### src/rtl/ycr_sleep_ctrl.sv
// rtl/ycr_sleep_ctrl.sv - sleep-entry and wake-event controller for the core clock gate
module ycr_sleep_ctrl #(
  parameter int DLY_W = 4
) (
  input  logic             clk_in,
  input  logic             reset_n,
  input  logic [DLY_W-1:0] cfg_idle_dly,
  input  logic             sleep_req,
  input  logic             bus_busy,
  input  logic [2:0]       irq_in,
  input  logic [2:0]       irq_clr,
  output logic             dst_idle,
  output logic             irq1,
  output logic             irq2,
  output logic             irq3,
  output logic [2:0]       irq_pend,
  output logic [1:0]       sleep_state
);

  localparam logic [1:0] ST_RUN   = 2'b00;
  localparam logic [1:0] ST_DRAIN = 2'b01;
  localparam logic [1:0] ST_SLEEP = 2'b10;
  localparam logic [1:0] ST_WAKE  = 2'b11;

  localparam logic [DLY_W-1:0] CNT_ONE  = DLY_W'(1);
  localparam logic [DLY_W-1:0] CNT_ZERO = '0;

  logic [1:0]       state;
  logic [1:0]       state_next;
  logic [DLY_W-1:0] cnt;
  logic [DLY_W-1:0] cnt_next;
  logic [2:0]       irq_meta;
  logic [2:0]       irq_sync;
  logic [2:0]       irq_dly;
  logic [2:0]       irq_rise;
  logic [2:0]       pend;
  logic             idle_q;

  // Two-flop synchronizer for the raw wake sources, plus a delay flop for edge detection
  always_ff @(posedge clk_in or negedge reset_n) begin
    if (!reset_n) begin
      irq_meta <= 3'b000;
      irq_sync <= 3'b000;
      irq_dly  <= 3'b000;
    end else begin
      irq_meta <= irq_in;
      irq_sync <= irq_meta;
      irq_dly  <= irq_sync;
    end
  end

  assign irq_rise = irq_sync & ~irq_dly;

  // Sticky pending flags; a new edge wins over a simultaneous clear so no wake is lost
  always_ff @(posedge clk_in or negedge reset_n) begin
    if (!reset_n) begin
      pend <= 3'b000;
    end else begin
      pend <= (pend & ~irq_clr) | irq_rise;
    end
  end

  // State register, quiescence counter and the registered idle flag to the gate
  always_ff @(posedge clk_in or negedge reset_n) begin
    if (!reset_n) begin
      state  <= ST_RUN;
      cnt    <= CNT_ZERO;
      idle_q <= 1'b0;
    end else begin
      state  <= state_next;
      cnt    <= cnt_next;
      idle_q <= (state_next == ST_SLEEP);
    end
  end

  // Next-state and counter logic; sleep is refused or abandoned while anything is pending
  always_comb begin
    state_next = state;
    cnt_next   = cnt;
    case (state)
      ST_RUN: begin
        if (sleep_req && (pend == 3'b000)) begin
          state_next = ST_DRAIN;
          cnt_next   = cfg_idle_dly;
        end
      end
      ST_DRAIN: begin
        if (!sleep_req || (pend != 3'b000)) begin
          state_next = ST_RUN;
        end else if (bus_busy) begin
          cnt_next = cfg_idle_dly;
        end else if (cnt == CNT_ZERO) begin
          state_next = ST_SLEEP;
        end else begin
          cnt_next = cnt - CNT_ONE;
        end
      end
      ST_SLEEP: begin
        if (pend != 3'b000) begin
          state_next = ST_WAKE;
        end else if (!sleep_req) begin
          state_next = ST_RUN;
        end
      end
      default: begin
        // WAKE holds until the request drops so dst_idle always shows a low phase
        if (!sleep_req) begin
          state_next = ST_RUN;
        end
      end
    endcase
  end

  // Output mapping from the registered state and flags
  always_comb begin
    dst_idle    = idle_q;
    sleep_state = state;
    irq_pend    = pend;
    irq1        = pend[0];
    irq2        = pend[1];
    irq3        = pend[2];
  end

endmodule

### config.mk
export PLATFORM = sky130hd
export DESIGN_NAME = ycr_sleep_ctrl
export DESIGN_NICKNAME = d
export VERILOG_FILES = /design/src/rtl/ycr_sleep_ctrl.sv
export SDC_FILE = /design/constraint.sdc
export NUM_CORES = 1
export LEC_CHECK = 0
export ABC_AREA = 1
export CORE_UTILIZATION = 49
export CTS_CLUSTER_DIAMETER = 40
export DETAILED_ROUTE_END_ITERATION = 10
export HOLD_SLACK_MARGIN = 0.02
export PLACE_DENSITY_LB_ADDON = 0.08
export REMOVE_ABC_BUFFERS = 1
export SYNTH_ARGS = -nofsm -noshare
export SYNTH_HDL_FRONTEND = slang
export SYNTH_SLANG_ARGS = --single-unit
### constraint.sdc
create_clock -name clk_in -period 2.1 [get_ports clk_in]
set_input_delay 0.525 -clock clk_in [delete_from_list [all_inputs] [get_ports clk_in]]
set_output_delay 0.525 -clock clk_in [all_outputs]
set_load 0.005 [all_outputs]
==> flow_metrics.py, run 1 <==
metrics = {
    "clock_network": {
        "htreeDepth": 1,
        "clockBufferDepth": 2,
        "clock-root-buffer": "clkbuf_4",
        "cts_tree": "built",
        "cts_buffers": 3,
        "ctsHoldBuffers": 0,
        "cts_sinks": 19,
        "cts_resized": 0,
        "clkSlewWorstSetupHoldPaths_ns": 0.10,
        "cts_setup_buffers": 0,
        "clk_latency_ns": 0.29,
    },
    "power": {
        "vdd_ir_drop_max_mv": 0.662,
        "power.density_mw_per_mm2": 958,
        "p_leak_nw": 0.524,
    },
    "floorplanning": {
        "initial_core_util_pct": 53.1,
        "core_area_mm2": 0.00154,
        "die_h_um": 42.9,
        "io_pins": 23,
        "die_width_um": 42.9,
        "dieArea_mm2": 0.00184,
        "row_count": 14,
    },
    "routing": {
        "wirelength_um": 1400,
        "vias": 625,
        "via_per_inst": 4.88,
        "ant_nets": 0,
        "first_iter_violations": 10,
        "drc": 0,
        "drtPass1Iterations": 4,
        "wl_per_cell_um": 10.9,
    },
    "sta": {
        "hold-worst-slack_ns": 0.352,
        "skew_ns": 0.00861,
        "slew_violations": 0,
        "fmax_ghz": 0.558,
        "max-slew-margin-rel_pct": 84.5,
        "period_needed_ns": 1.79,
        "period_share_pct": 85.3,
        "final.setup.tns_ns": 0,
        "rsz0062_at_grt": "false",
        "setup_viol": 0,
        "tightestPinTransition_ns": 0.232,
        "hold_violations": 0,
    },
    "synthesis": {
        "ys_seq_area_share_pct": 58.1,
        "syn_inst": 88,
        "ys_ff_latch": 19,
        "yosysWarnings": 0,
        "syn-cell-area_um2": 818,
        "synth.distinct_cells": 16,
        "avgSynthCellArea_um2": 9.30,
    },
    "setup_path": {
        "start_kind": "flop",
        "cp_top_family": "buffers and inverters",
        "end_kind": "output pin",
        "cp_num_buf_inv": 1,
        "cp.required_ns": 1.57,
        "rr_worst_depth": 7,
        "reg2reg_from": "cnt[0]",
        "rrSetupSlack_ns": 0.82,
        "cp_cell_sequence": "clkdlybuf4s50_1",
        "cp_slowest_cell": "clkdlybuf4s50_1",
        "slowest_delay_ns": 0.53,
        "crit_type": "reg2out",
        "critPathLaunch": "sleep_state[1]",
        "crit_arrival_ns": 1.27,
        "critPathMaxFanout": 4,
        "crit_cells": 1,
        "critPathCapture": "sleep_state[1]",
        "r2r_end": "cnt[1]",
    },
    "grt": {
        "antenna_found_initial": 0,
        "overflow": 0,
        "grt_pass1_vias": 636,
        "grt_pass1_wl_um": 2420,
        "grt_use_total_pct": 18.3,
        "grt_max_degree": 20,
    },
    "layout": {
        "fin_nets": 128,
        "multi_input_area_um2": 260,
        "area_growth_pct": 30.7,
        "seq_area_um2": 475,
        "fillers": 121,
        "diodes": 0,
        "post_route_cells_drive_above_1_share_pct": 8.93,
    },
    "worst_hold_path": {
        "worstHoldPathCells": 0,
        "hp-class": "reg2reg",
    },
    "job": {
        "cap_viol_max_count": 0,
    },
    "placed_design": {
        "dpl.hpwl_um": 1090,
        "place_congestion": 0.818,
        "portBuffers": 22,
    },
    "outcome": {
        "status": "complete, no violations",
    },
}
[routing by layer]
metal  global-route usage [%]  vias up  part of all wire, %
li1                         -      316                    -
met1                     19.5      287                   43
met2                     32.4       17                   50
met3                     6.38        5                  4.9
met4                     7.50        0                  1.8
met5                        0        -                    0
[worst min path at each step]
stage / startpoint / slack, ns / endpoint
floorplan: reset_n / 0.23 / cnt[0]
global placement: irq_meta[2] / 0.33 / irq_sync[2]
detailed placement: irq_meta[1] / 0.34 / irq_sync[1]
CTS: irq_meta[2] / 0.36 / irq_sync[2]
global route: irq_meta[2] / 0.37 / irq_sync[2]
finish: irq_meta[2] / 0.35 / irq_sync[2]
[Yosys cell counts (all sizes together)]
cell type / n / area (um2)
ha: 1 / 12.5
o21ai: 5 / 25.0
buf: 3 / 22.5
nand3: 8 / 57.6
xnor2: 1 / 8.76
o22ai: 3 / 18.8
nor2: 11 / 58.8
nand2: 21 / 78.8
inv: 16 / 60.1
dfrtp: 19 / 475
[cells in the final DEF, fill, tap and decap left out]
master           Yosys  final
clkbuf_1             0      1
o21ai_0              3      3
inv_1               15     15
nand3_1              6      6
ha_1                 1      1
dfrtp_1             19     19
nand2_1             21     21
clkdlybuf4s50_1      0     22
inv_2                1      1
nand3_2              1      1
nor2_4               2      2
nor2_1               8      8
buf_4                3      1
clkbuf_4             0      3
nor2_2               1      1
o21ai_1              2      2
o22ai_1              3      3
xnor2_1              1      1
nand3_4              1      1
[registers in the layout, summed over array words and instances, names as in the netlist]
name and count:
irq_meta 3, dst_idle 1, cnt 4, irq_pend 3, sleep_state 2, irq_sync 3, irq_dly 3
[report_power, final]
group | switching (mW) | internal [mW] | leakage, nW | total, mW
sequential | 0.0628 | 0.438 | 0.230 | 0.501
clock | 0.104 | 0.0739 | 0.0150 | 0.178
combinational | 0.173 | 0.174 | 0.279 | 0.347
total | 0.339 | 0.686 | 0.524 | 1.03
[area by class of cell]
cell class              count  share of cell area [%]
well taps                  16                    1.87
flip-flops and latches     19                    44.4
clock buffers               4                    2.46
inverters                  16                    5.61
repair buffers             23                    21.3
multi-input cells          50                    24.3
[logic make-up (layout without fill, tap and decap cells)]
logic type | Yosys count | count (layout) | share of synthesized area [%]
AO/OA/AOI/OAI | 8 | 8 | 5.35
XOR/XNOR | 1 | 1 | 1.07
AND/OR/NAND/NOR | 40 | 40 | 23.9
buffers and inverters | 19 | 43 | 10.1
adder cells (fa/ha/maj) | 1 | 1 | 1.53
flip-flops | 19 | 19 | 58.1
[per-stage QoR]
stage	worst slack [ns]	area (um2)	power, mW	util (%)	instances
2_1_floorplan	0.950	796	0.711	-	85
4_1_cts	0.301	1070	1.03	69.4	128
6_report	0.308	1070	1.03	69.4	128
3_3_place_gp	0.433	1040	0.844	67.7	124
5_1_grt	0.247	1070	1.10	69.4	128
3_5_place_dp	0.396	1040	0.856	67.7	124
Power figures use the tool's default switching activity.
==> inputs of run 2 (changes only) <==
CORE_UTILIZATION = 45   (was 49)
SKIP_CTS_REPAIR_TIMING = 1   (was default)
clock period = 1.9 ns   (was 2.1 ns; I/O delays follow)
==> run 2 against run 1 <==
Compared with the run above: sequential power increased by 10%; via count decreased by 3.5%; power increased by 9.8%; routed wire length decreased by 10%; critical path depth unchanged; non-clock buffer count unchanged; sequential cell count unchanged; clock-buffer cell count unchanged; global-route usage decreased by 2.2 points; sequential share of layout area decreased by 0.46 points; clock skew decreased by 0.0017 ns; critical path type unchanged; highest routed layer unchanged.
==> flow_metrics.py, run 2 (same netlist as run 1, synthesis figures left out) <==
metrics = {
    "outcome": {
        "status": "complete, no violations",
    },
    "power": {
        "power_frac_seq_pct": 49.0,
        "vdd_ir_drop_max_mv": 0.674,
        "p_sw_mw": 0.368,
        "power.density_mw_per_mm2": 1040,
        "p_int_mw": 0.758,
        "p_leak_nw": 0.524,
        "comb_power_share_pct": 33.8,
        "p_clk_share_pct": 17.2,
        "netSwitchingFraction_pct": 32.7,
        "power_mw": 1.13,
    },
    "setup_path": {
        "end_kind": "output pin",
        "crit_type": "reg2out",
        "reg2reg_from": "cnt[0]",
        "crit_cells": 1,
        "r2r_end": "cnt[3]",
        "slowest_delay_ns": 0.53,
        "critPathMaxFanout": 4,
        "cp_top_family": "buffers and inverters",
        "cp_num_buf_inv": 1,
        "rr_worst_depth": 7,
        "crit_arrival_ns": 1.25,
        "cp.required_ns": 1.42,
        "start_kind": "flop",
        "cp_slowest_cell": "clkdlybuf4s50_1",
        "critPathLaunch": "sleep_state[1]",
        "critPathCapture": "sleep_state[1]",
        "rrSetupSlack_ns": 0.62,
        "cp_cell_sequence": "clkdlybuf4s50_1",
    },
    "layout": {
        "final_cell_mix": "clkdlybuf4s50_1 (22), nand2_1 (21), dfrtp_1 (19)",
        "largest_reg_flops": 4,
        "post_route_cells_drive_above_1_share_pct": 8.93,
        "postLayoutCellArea_mm2": 0.00108,
        "diodes": 0,
        "mostFrequentLayoutCell": "clkdlybuf4s50_1",
        "fin_nets": 128,
        "top_register": "cnt",
        "area_growth_pct": 32.1,
    },
    "sta": {
        "period_share_pct": 90.7,
        "fmax_ghz": 0.581,
        "hold-worst-slack_ns": 0.361,
        "setup_viol": 0,
        "period_needed_ns": 1.72,
        "rsz0062_at_grt": "false",
        "tightestPinTransition_ns": 0.228,
        "slew_violations": 0,
        "skew_ns": 0.00693,
        "worst_slack_ns": 0.178,
        "hold_violations": 0,
        "final.setup.tns_ns": 0,
        "max-slew-margin-rel_pct": 84.8,
    },
    "floorplanning": {
        "die_width_um": 44.6,
        "row_count": 15,
        "io_pins": 23,
        "core_area_mm2": 0.00171,
        "dieArea_mm2": 0.00199,
        "initial_core_util_pct": 47.9,
        "die_h_um": 44.6,
    },
    "clock_network": {
        "cts_buffers": 3,
        "clk_latency_ns": 0.29,
        "clock-root-buffer": "clkbuf_4",
        "clockBufferDepth": 2,
        "clkSlewWorstSetupHoldPaths_ns": 0.09,
        "cts_tree": "built",
        "htreeDepth": 1,
        "cts_sinks": 19,
    },
    "job": {
        "cap_viol_max_count": 0,
    },
    "grt": {
        "antenna_found_initial": 0,
        "overflow": 0,
        "grt_pass1_vias": 576,
        "grt_pass1_wl_um": 2290,
        "grt_use_total_pct": 16.1,
        "grt_max_degree": 20,
    },
    "routing": {
        "wirelength_um": 1260,
        "via_per_inst": 4.40,
        "first_iter_violations": 4,
        "drtPass1Iterations": 4,
        "ant_nets": 0,
        "vias": 603,
        "wl_per_cell_um": 9.17,
        "drc": 0,
    },
    "placed_design": {
        "dpl.hpwl_um": 1020,
        "dpl_cell_area_mm2": 0.00105,
        "dp_slack_ns": 0.259,
        "portBuffers": 22,
        "place_congestion": 0.756,
    },
    "worst_hold_path": {
        "hp-class": "reg2reg",
        "hp-start": "irq_meta[2]",
    },
}
==> run 2: cell counts in the layout (fill, tap and decap cells not counted) <==
Identical to the previous run, type by type.
==> run 2: metrics by stage <==
stage | instances | utilization, %
after floorplan | 85 | -
after global placement | 133 | 61.8
after detailed placement | 133 | 61.8
after CTS | 137 | 63.3
after global routing | 137 | 63.3
final | 137 | 63.3
==> run 2: per-layer routing <==
layer / track usage (%) / wire (um) / vias to the layer above
met3: 3.67 / 65 / 2
met2: 27.1 / 573 / 17
li1: - / - / 317
met4: 5.45 / 17 / 0
met5: 0 / 0 / -
met1: 20.7 / 600 / 267
==> run 2: final cells by class <==
class	instances	area, um2
fill	146	627
sequential	19	475
multi-input combinational	50	260
timing repair buffer	23	228
inverter	16	60.1
tap	25	31.3
clock buffer	4	26.3
==> run 2: worst min-delay path by stage <==
stage | cells after the start | endpoint | slack [ns]
2_1_floorplan | 0 | cnt[0] | 0.18
3_3_place_gp | 0 | irq_sync[1] | 0.34
3_5_place_dp | 0 | irq_sync[0] | 0.34
4_1_cts | 0 | irq_sync[0] | 0.37
5_1_grt | 0 | irq_sync[2] | 0.38
6_report | 0 | irq_sync[2] | 0.36
==> run 2: worst register-to-register path, stage by stage (launching register included) <==
cell     delay [ns]
dfrtp_1        0.39
inv_1          0.12
ha_1           0.23
nand2_1        0.07
nor2_1         0.17
nor2_4         0.07
nand3_1        0.08
nand2_1        0.05
==> run 2: power by group through the flow <==
stage          Sequential (mW)  Combinational [mW]  Clock (mW)
4_1_cts                  0.553               0.386       0.202
2_1_floorplan            0.553               0.233           0
5_1_grt                  0.564               0.437       0.218
3_3_place_gp             0.561               0.374           0
6_report                 0.552               0.381       0.193
3_5_place_dp             0.561               0.383           0
